[config.mk]
export PLATFORM = sky130hd
export DESIGN_NAME = mask_unit_read_scheduler
export DESIGN_NICKNAME = d
export VERILOG_FILES = /design/src/rtl/mask_unit_pkg.sv /design/src/rtl/mask_unit_starve_guard.sv /design/src/rtl/mask_unit_read_scheduler.sv
export SDC_FILE = /design/constraint.sdc
export NUM_CORES = 1
export LEC_CHECK = 0
export CORE_MARGIN = 8
export CORE_UTILIZATION = 49
export CTS_BUF_LIST = sky130_fd_sc_hd__clkbuf_16
export DETAILED_ROUTE_END_ITERATION = 6
export PLACE_DENSITY = 0.91
export REMOVE_ABC_BUFFERS = 1
export SETUP_SLACK_MARGIN = 0.05
export SYNTH_ARGS = -nofsm -noshare
export SYNTH_HDL_FRONTEND = slang
export SYNTH_SLANG_ARGS = --single-unit
[constraint.sdc]
create_clock -name clock_i -period 3.5 [get_ports clock_i]
set_input_delay 0.525 -clock clock_i [delete_from_list [all_inputs] [get_ports clock_i]]
set_output_delay 0.525 -clock clock_i [all_outputs]
set_load 0.02 [all_outputs]
[src/rtl/mask_unit_pkg.sv]
// Shared constants, request record and scheduler state encoding for the mask-unit read path.
package mask_unit_pkg;

  localparam int unsigned N     = 4;
  localparam int unsigned VS_W  = 5;
  localparam int unsigned IDX_W = 2;
  localparam logic [2:0] STARVE_LIMIT = 3'd7;

  typedef struct packed {
    logic [VS_W-1:0]  vs;
    logic [IDX_W-1:0] offset;
    logic [IDX_W-1:0] read_lane;
    logic [IDX_W-1:0] data_offset;
  } read_req_t;

  typedef enum logic [1:0] {
    StIdle,
    StIssue,
    StDrain,
    StDone
  } sched_state_e;

endpackage

[src/rtl/mask_unit_starve_guard.sv]
// Per-slot age counters; the oldest-starved slot suppresses lower slots sharing its read lane.
module mask_unit_starve_guard
  import mask_unit_pkg::*;
(
  input  logic               clock_i,
  input  logic               reset_i,
  input  logic               clear_i,
  input  logic [N-1:0]       pending_i,
  input  logic [N-1:0]       xbar_valid_i,
  input  logic [N-1:0]       xbar_ready_i,
  input  logic [N*IDX_W-1:0] read_lanes_i,
  output logic [N-1:0]       suppress_o
);

  logic [2:0]       age_q [N];
  logic [2:0]       age_d [N];
  logic             promo;
  logic [IDX_W-1:0] promo_idx;

  always_comb begin
    for (int i = 0; i < int'(N); i++) begin
      age_d[i] = age_q[i];
      if (clear_i || (xbar_valid_i[i] && xbar_ready_i[i])) begin
        age_d[i] = 3'd0;
      end else if (pending_i[i] && xbar_valid_i[i] && (age_q[i] != STARVE_LIMIT)) begin
        age_d[i] = age_q[i] + 3'd1;
      end
    end
  end

  always_ff @(posedge clock_i or posedge reset_i) begin
    if (reset_i) begin
      for (int i = 0; i < int'(N); i++) age_q[i] <= 3'd0;
    end else begin
      for (int i = 0; i < int'(N); i++) age_q[i] <= age_d[i];
    end
  end

  // Later iterations overwrite earlier ones, so the highest starved index wins.
  always_comb begin
    promo     = 1'b0;
    promo_idx = '0;
    for (int i = 0; i < int'(N); i++) begin
      if (age_q[i] == STARVE_LIMIT) begin
        promo     = 1'b1;
        promo_idx = IDX_W'(i);
      end
    end
  end

  always_comb begin
    suppress_o = '0;
    for (int j = 0; j < int'(N); j++) begin
      if (promo && (j < int'(promo_idx)) &&
          (read_lanes_i[j*IDX_W +: IDX_W] == read_lanes_i[int'(promo_idx)*IDX_W +: IDX_W])) begin
        suppress_o[j] = 1'b1;
      end
    end
  end

endmodule

[src/rtl/mask_unit_read_scheduler.sv]
// Issues one group of mask-unit read requests into the read crossbar and tracks responses.
module mask_unit_read_scheduler
  import mask_unit_pkg::*;
(
  input  logic               clock_i,
  input  logic               reset_i,
  input  logic               flush_i,
  input  logic               group_valid_i,
  output logic               group_ready_o,
  input  logic [N-1:0]       group_mask_i,
  input  logic [N*VS_W-1:0]  group_vs_i,
  input  logic [N*IDX_W-1:0] group_offset_i,
  input  logic [N*IDX_W-1:0] group_read_lane_i,
  input  logic [N*IDX_W-1:0] group_data_offset_i,
  output logic [N-1:0]       xbar_valid_o,
  input  logic [N-1:0]       xbar_ready_i,
  output logic [N*VS_W-1:0]  xbar_vs_o,
  output logic [N*IDX_W-1:0] xbar_offset_o,
  output logic [N*IDX_W-1:0] xbar_read_lane_o,
  output logic [N*IDX_W-1:0] xbar_data_offset_o,
  input  logic [N-1:0]       resp_valid_i,
  input  logic [N*IDX_W-1:0] resp_write_index_i,
  output logic               busy_o,
  output logic               done_o,
  output logic               err_o
);

  sched_state_e state_q, state_d;
  read_req_t    req_q [N];
  logic [N-1:0] pending_q, pending_d;
  logic [N-1:0] outstanding_q, outstanding_d;
  logic         err_q, err_d;
  logic [N-1:0] suppress, fire, clr;
  logic         accept, err_hit;

  assign accept       = (state_q == StIdle) && group_valid_i;
  assign xbar_valid_o = (state_q == StIssue) ? (pending_q & ~suppress) : '0;
  assign fire         = xbar_valid_o & xbar_ready_i;
  assign err_o        = err_q;

  mask_unit_starve_guard u_starve_guard (
    .clock_i      (clock_i),
    .reset_i      (reset_i),
    .clear_i      (flush_i),
    .pending_i    (pending_q),
    .xbar_valid_i (xbar_valid_o),
    .xbar_ready_i (xbar_ready_i),
    .read_lanes_i (xbar_read_lane_o),
    .suppress_o   (suppress)
  );

  always_comb begin
    for (int i = 0; i < int'(N); i++) begin
      xbar_vs_o[i*VS_W +: VS_W]           = req_q[i].vs;
      xbar_offset_o[i*IDX_W +: IDX_W]      = req_q[i].offset;
      xbar_read_lane_o[i*IDX_W +: IDX_W]   = req_q[i].read_lane;
      xbar_data_offset_o[i*IDX_W +: IDX_W] = req_q[i].data_offset;
    end
  end

  // A tag already cleared this cycle flags a duplicate across lanes.
  always_comb begin
    clr     = '0;
    err_hit = 1'b0;
    for (int l = 0; l < int'(N); l++) begin
      if (resp_valid_i[l]) begin
        if (!outstanding_q[resp_write_index_i[l*IDX_W +: IDX_W]] ||
            fire[resp_write_index_i[l*IDX_W +: IDX_W]] ||
            clr[resp_write_index_i[l*IDX_W +: IDX_W]]) begin
          err_hit = 1'b1;
        end
        clr[resp_write_index_i[l*IDX_W +: IDX_W]] = 1'b1;
      end
    end
  end

  always_comb begin
    pending_d     = accept ? group_mask_i : (pending_q & ~fire);
    outstanding_d = (outstanding_q & ~clr) | fire;
    err_d         = err_q | err_hit;
    if (flush_i) begin
      pending_d     = '0;
      outstanding_d = '0;
      err_d         = 1'b0;
    end
  end

  always_ff @(posedge clock_i or posedge reset_i) begin
    if (reset_i) begin
      pending_q     <= '0;
      outstanding_q <= '0;
      err_q         <= 1'b0;
      for (int i = 0; i < int'(N); i++) req_q[i] <= '0;
    end else begin
      pending_q     <= pending_d;
      outstanding_q <= outstanding_d;
      err_q         <= err_d;
      if (accept) begin
        for (int i = 0; i < int'(N); i++) begin
          req_q[i].vs          <= group_vs_i[i*VS_W +: VS_W];
          req_q[i].offset      <= group_offset_i[i*IDX_W +: IDX_W];
          req_q[i].read_lane   <= group_read_lane_i[i*IDX_W +: IDX_W];
          req_q[i].data_offset <= group_data_offset_i[i*IDX_W +: IDX_W];
        end
      end
    end
  end

  always_ff @(posedge clock_i or posedge reset_i) begin
    if (reset_i) state_q <= StIdle;
    else         state_q <= state_d;
  end

  always_comb begin
    state_d = state_q;
    unique case (state_q)
      StIdle:  if (group_valid_i) state_d = (group_mask_i != '0) ? StIssue : StDone;
      StIssue: if (pending_d == '0) state_d = StDrain;
      StDrain: if (outstanding_d == '0) state_d = StDone;
      StDone:  state_d = StIdle;
      default: state_d = StIdle;
    endcase
    if (flush_i) state_d = StIdle;
  end

  always_comb begin
    group_ready_o = (state_q == StIdle);
    busy_o        = (state_q != StIdle);
    done_o        = (state_q == StDone);
  end

endmodule
# Word level (Yosys, flattened, before mapping)
# Cells that the tools add are included.
# totals
wordCells,191
regBits,67
output_inout_bits,52
input_bits,68
# op_classes
n_reduce_logical,49
n_eq_ne,17
order_cmp,11
n_mux,73
addsub,4
shifts,1
bitwise,12
# ops
cell,n
two-way mux 1 bit,33
two-way mux 4 bit,8
binary-select mux 1 bit (select 2 bit),12
two-way mux 3 bit,8
logical AND 1 bit,23
inequality test 3 bit (second input constant),6
AND 4 bit,4
OR 4 bit,4
two-way mux 2 bit,7
adder 3 x 1 -> 3 bit (second input constant),4
equality test 3 bit (second input constant),4
logical OR 1 bit,12
< comparator 2 x 3 -> 1 bit (second input constant),4
nonzero test 2 bit,5
demux 1 bit (select 2 bit),4
>= comparator 2 x 1 -> 1 bit (second input constant),4
logical NOT 4 bit,2
inverter 4 bit,2
one-hot mux 2 bit (4 select lines),1
indexed part select 8 x 4 -> 2 bit,1
equality test 2 bit,3
equality test 2 bit (second input constant),2
logical NOT 1 bit,4
< comparator 1 x 2 -> 1 bit (first input constant),2
other kinds (8),8

# Longest topological paths before layout
# logic_depth
ltp_word,26
mapped_depth,12
mapped_depth_nobuf,11

# Cells and area by module
# From an unflattened synthesis, not the netlist that was laid out.
# hier_totals
cells_unflattened,282
hier_area_um2,3304.4
# modules_own_cells
mod,instances,cells_per_inst,seq_area_each_um2,area_per_inst_um2
mask_unit_read_scheduler,1,210,1376.3,2620.0
mask_unit_starve_guard,1,72,225.2,684.4

# Worst setup path after synthesis
# OpenSTA, ideal clock, no wires.
# synth_path
kind,register to register
from,reg u_starve_guard.age_q[3] (netlist name)
to,reg state_q[1]
path_stages_with_launch,11
slack_ns,1.111
arrival_time_ns,2.320
synth_period_minus_slack_ns,2.389
setup_time_ns,0.069
path_buffers,1
t_required_ns,3.431
path_cell_list,dfrtp_1 > ha_1 > ha_1 > buf_4 > or3b_4 > nand2_1 > o221ai_1 > a31o_2 > a311oi_2 > or4_1 > nand3_1
# synth_between
elab_chain_len,18
word_cells_on_any_way,36
classes_between,order compare (3); eq/ne (6); shift (1); mux (11); bitwise (6); reduce/logical (9)
# synth_lines
item,line_no,source
"start, declared",mask_unit_starve_guard.sv:15,logic [2:0] age_q [N];
equality test 3 bit *,mask_unit_starve_guard.sv:44,if (age_q[i] == STARVE_LIMIT) begin
two-way mux 2 bit (2 in a row),mask_unit_starve_guard.sv:44,
indexed part select 8 x 4 -> 2 bit (tied with other cells),mask_unit_starve_guard.sv:55,(read_lanes_i[j*IDX_W +: IDX_W] == read_lanes_i[int'(promo_idx)*IDX_W +: IDX_W])) begin
equality test 2 bit or logical AND 1 bit (tied branches),"mask_unit_starve_guard.sv:55, mask_unit_starve_guard.sv:54",
logical AND 1 bit,mask_unit_starve_guard.sv:54,if (promo && (j < int'(promo_idx)) &&
two-way mux 1 bit,mask_unit_starve_guard.sv:54,
inverter 3 -> 4 bit *,mask_unit_read_scheduler.sv:37,assign xbar_valid_o = (state_q == StIssue) ? (pending_q & ~suppress) : '0;
AND 4 bit *,mask_unit_read_scheduler.sv:37,
two-way mux 4 bit *,mask_unit_read_scheduler.sv:37,
AND 4 bit *,mask_unit_read_scheduler.sv:38,assign fire = xbar_valid_o & xbar_ready_i;
inverter 4 bit,mask_unit_read_scheduler.sv:78,pending_d = accept ? group_mask_i : (pending_q & ~fire);
AND 4 bit,mask_unit_read_scheduler.sv:78,
two-way mux 4 bit,mask_unit_read_scheduler.sv:78,
two-way mux 4 bit,mask_unit_read_scheduler.sv:81,if (flush_i) begin
logical NOT 4 bit,mask_unit_read_scheduler.sv:118,StIssue: if (pending_d == '0) state_d = StDrain;
inequality test 3 x 2 -> 1 bit (no source line),--,
AND reduction 3 bit (no source line) *,--,
"end signal, assigned",mask_unit_read_scheduler.sv:110,if (reset_i) state_q <= StIdle;
"end signal, assigned",mask_unit_read_scheduler.sv:111,else state_q <= state_d;
"end, declared",mask_unit_read_scheduler.sv:28,"sched_state_e state_q, state_d;"
# Every way passes the cells marked *; elsewhere a longest branch is shown, timed or not.
# A chain may end at the register's enable or synchronous reset.

# Final worst setup path
# layout_path
from,reg u_starve_guard.age_q[0] (netlist name)
to,out xbar_valid_o[0]
# layout_between
elab_chain_len,9
word_cells_on_any_way,12
classes_between,order compare (1); eq/ne (2); shift (1); mux (4); bitwise (2); reduce/logical (2)
# layout_lines
item,line_no,source
equality test 3 bit *,mask_unit_starve_guard.sv:44,
two-way mux 2 bit,mask_unit_starve_guard.sv:44,
indexed part select 8 x 4 -> 2 bit or < comparator 1 x 2 -> 1 bit (tied branches),"mask_unit_starve_guard.sv:55, mask_unit_starve_guard.sv:54",
equality test 2 bit or logical AND 1 bit (tied branches),"mask_unit_starve_guard.sv:55, mask_unit_starve_guard.sv:54",
logical AND 1 bit *,mask_unit_starve_guard.sv:54,
two-way mux 1 bit *,mask_unit_starve_guard.sv:54,
inverter 3 -> 4 bit *,mask_unit_read_scheduler.sv:37,
AND 4 bit *,mask_unit_read_scheduler.sv:37,
two-way mux 4 bit *,mask_unit_read_scheduler.sv:37,
"end, declared",mask_unit_read_scheduler.sv:15,"output logic [N-1:0] xbar_valid_o,"
# Marked as above.

==> impl_metrics.tcl <==
set metrics [dict create \
    status "complete, no violations" \
    hold_viol 0 \
    synth-seq-cells 64 \
    cts.sinks 64 \
    synth_edf_count 0 \
    p_sw_frac 0.368 \
    syn2layout_area_growth_pct 48.3 \
    first_iter_violations 235 \
    overflow 0 \
    portBuffers 119 \
    gp_congestion 0.906 \
    crit_start "u_starve_guard.age_q[0]" \
    grt_use_total 0.236 \
    p_switching_mw 1.56 \
    slowest_delay_ns 0.55 \
    drv_slew 0 \
    cp_data_arrival_time_ns 2.78 \
    ys_warn_count 0 \
    wirelength_mm 11.5 \
    vias 3152 \
    dieArea_sq_um 9910 \
    power_density_nw_per_um2 834 \
    clockRootBuffer "clkbuf_16" \
    hpwl_mm 7.86 \
    rrSetupSlack_ns 0.84 \
    final_nets 523 \
    critPathKind "reg2out" \
    drv_cap 0 \
    synth.avg_cell_area_sq_um 10.6 \
    layout_min_cycle_time_ns 3.31 \
    path_clk_slew_ns 0.06 \
    avgRoutedWirePerCell_um 21.0 \
    timing.rr.start "u_starve_guard.age_q[0]" \
    final_util 0.747 \
    grt_pass1_wl_mm 18.0 \
    worst_pin_slew_ns 0.461 \
    die_y_um 99.6 \
    power_frac_seq 0.302 \
    irDropWorstVdd_uv 678 \
    clock_path_buffers 2 \
    netlist_instances 324 \
    start_util 0.504 \
    worstSetupStartpointType "flop" \
    yosysSeqAreaShare 0.468 \
    grt_max_degree 31 \
    fin_skew_ns 0.00548 \
    drc 0 \
    viasPerCell 5.77 \
    required_ns 2.97 \
    fin_crit_sh 0.945 \
    ys.flop_type "dfrtp_1" \
    h-tree-depth 3 \
    cts_tree "built" \
    max_freq_mhz 302 \
    die_w_um 99.6 \
    clkPwrFrac 0.246 \
    hold_class "in2async" \
    antenna_found_initial 0 \
    grt_pass1_vias 3389 \
    maxSlewHeadroom 0.692 \
    ys_types 57 \
    path_max_fanout 13 \
    path_cells "ha_1 > ha_2 > or3b_4 > a32oi_2 > o211ai_2 > and3_1 > clkdlybuf4s50_1" \
    async_flop_share 1.00 \
    cp_slowest_cell "clkdlybuf4s50_1" \
    synth_area_sq_um 3420 \
    num_rows 30 \
    core_area_sq_um 6790 \
    antenna_cells 0 \
    drt.antenna.violating_nets 0 \
    clk_latency_ns 0.33 \
    ff2ff_path_depth 9 \
    cts_buffers 9 \
    combPwrFrac 0.452 \
    final_layout_size_suffix_gt1_frac 0.187 \
    holdBufCountCts 0 \
    rsz0062_at_grt "false" \
    dr.pass1.iters 7 \
    critPathCaptureType "output pin" \
    num_io_pins 120 \
    p_int_mw 2.67 \
    leakage_nw 2.12 \
    setup_viol 0 \
    tns_ns 0 \
]
==> cell usage in the layout (no fill, tap or decap), drive strengths merged, types with 2 or more instances in the layout <==
master and instances:
nand2 30, or3 2, nand3 9, bufinv 3
nor3b 2, o21ai 10, nand3b 5, and3 7
nand2b 2, a21oi 16, mux2i 4, mux2 43
or3b 4, dfrtp 64, a22oi 3, a31oi 4
nand4 3, clkinv 2, a2bb2oi 2, a32oi 2
nor2 24, a21o 2, nor2b 5, nor3 7
a21boi 2, and2 4, xor2 7, or4 2
o221ai 3, clkbuf 9, buf 6, ha 10
clkdlybuf4s50 119, inv 16
==> kinds of logic (layout without fill, tap and decap cells) <==
logic type,Yosys count,count (layout),synth area share
adder cells (fa/ha/maj),10,10,0.0366
buffers and inverters,30,156,0.0351
AND/OR/NAND/NOR,110,110,0.171
flip-flops,64,64,0.468
XOR/XNOR,7,7,0.0179
multiplexers,47,47,0.153
AO/OA/AOI/OAI,56,56,0.118
==> metal layers <==
metal,vias up,wire length (um),track usage
met5,-,0,0
met4,0,287,0.0861
met3,30,1350,0.120
met2,174,5650,0.400
met1,1546,4170,0.244
li1,1402,-,-
==> final cells by class <==
cell class	instances	area, sq um
multi-input combinational	230	1720
clock inverter	7	119
sequential	64	1600
tap	96	120
timing repair buffer	125	1240
clock buffer	9	225
inverter	15	56.3
fill	412	1720
==> power groups by stage <==
| stage | logic [mW] | registers (mW) | clock network [mW] |
|---|---|---|---|
| 5_1_grt | 2.01 | 1.31 | 1.09 |
| 3_5_place_dp | 1.87 | 1.26 | 0 |
| 2_1_floorplan | 0.675 | 1.54 | 0 |
| 4_1_cts | 1.92 | 1.27 | 1.05 |
| 6_report | 1.91 | 1.28 | 1.04 |
| 3_3_place_gp | 1.82 | 1.23 | 0 |
==> sequential cells by signal (all words and copies together) (netlist names) <==
signal and cells:
xbar_data_offset_o 8, pending_q 4, xbar_offset_o 8, outstanding_q 4
xbar_read_lane_o 8, state_q 2, xbar_vs_o 20, u_starve_guard.age_q 9
err_o 1
==> per-stage QoR <==
| stage | area [sq um] | instances | power [mW] | setup slack (ns) | hold slack, ns |
|---|---|---|---|---|---|
| finish | 5070 | 546 | 4.23 | 0.194 | 0.453 |
| global route | 5070 | 546 | 4.41 | 0.118 | 0.468 |
| CTS | 5060 | 546 | 4.25 | 0.0701 | 0.463 |
| detailed placement | 4720 | 530 | 3.13 | 0.477 | 0.495 |
| global placement | 4720 | 530 | 3.05 | 0.548 | 0.489 |
| floorplan | 3360 | 309 | 2.22 | 0.461 | 0.507 |
==> cells in the mapped netlist, types with 2 or more instances <==
cell / n / area [sq um]
nor3_1: 7 / 35.0
inv_2: 2 / 7.51
nor2b_1: 5 / 31.3
buf_4: 2 / 15.0
and2_1: 3 / 18.8
nand3b_1: 5 / 37.5
nand2_1: 29 / 109
inv_1: 13 / 48.8
nand2b_1: 2 / 12.5
or3b_1: 2 / 17.5
dfrtp_1: 64 / 1600
a31oi_1: 4 / 25.0
or4_1: 2 / 15.0
mux2i_1: 4 / 40.0
o21ai_0: 10 / 50.1
nor3b_1: 2 / 15.0
ha_1: 10 / 125
nand4_1: 3 / 18.8
xor2_1: 7 / 61.3
a21o_1: 2 / 15.0
mux2_2: 43 / 484
a21boi_0: 2 / 15.0
clkbuf_1: 12 / 45.0
nor2_1: 23 / 86.3
a21oi_1: 15 / 75.1
o221ai_1: 3 / 26.3
nand3_1: 9 / 45.0
and3_1: 7 / 43.8
a2bb2oi_1: 2 / 17.5
a22oi_1: 3 / 22.5
==> worst max-delay path: cells and delay by family (launching register included) <==
| kind | cells | cell delay, ns |
|---|---|---|
| fa+ha+maj | 2 | 0.48 |
| simple gates | 2 | 0.63 |
| flops | 1 | 0.40 |
| buf+inv | 1 | 0.55 |
| compound gates | 2 | 0.38 |
==> path summary, 6_finish.rpt <==
check,to
worst max register to register,state_q[1]
max in group asynchronous,xbar_offset_o[3]
min in group clock_i,xbar_data_offset_o[6]
worst min register to register,xbar_data_offset_o[6]
worst min-delay path,xbar_vs_o[17]
worst max-delay path,xbar_valid_o[0]
==> timing repair <==
item                       4_1_cts  5_1_grt
setup endpoints to repair        0        2
gates resized for setup          0        3
buffers inserted                 0        0
No activity file was read; power rests on OpenSTA's default activity.
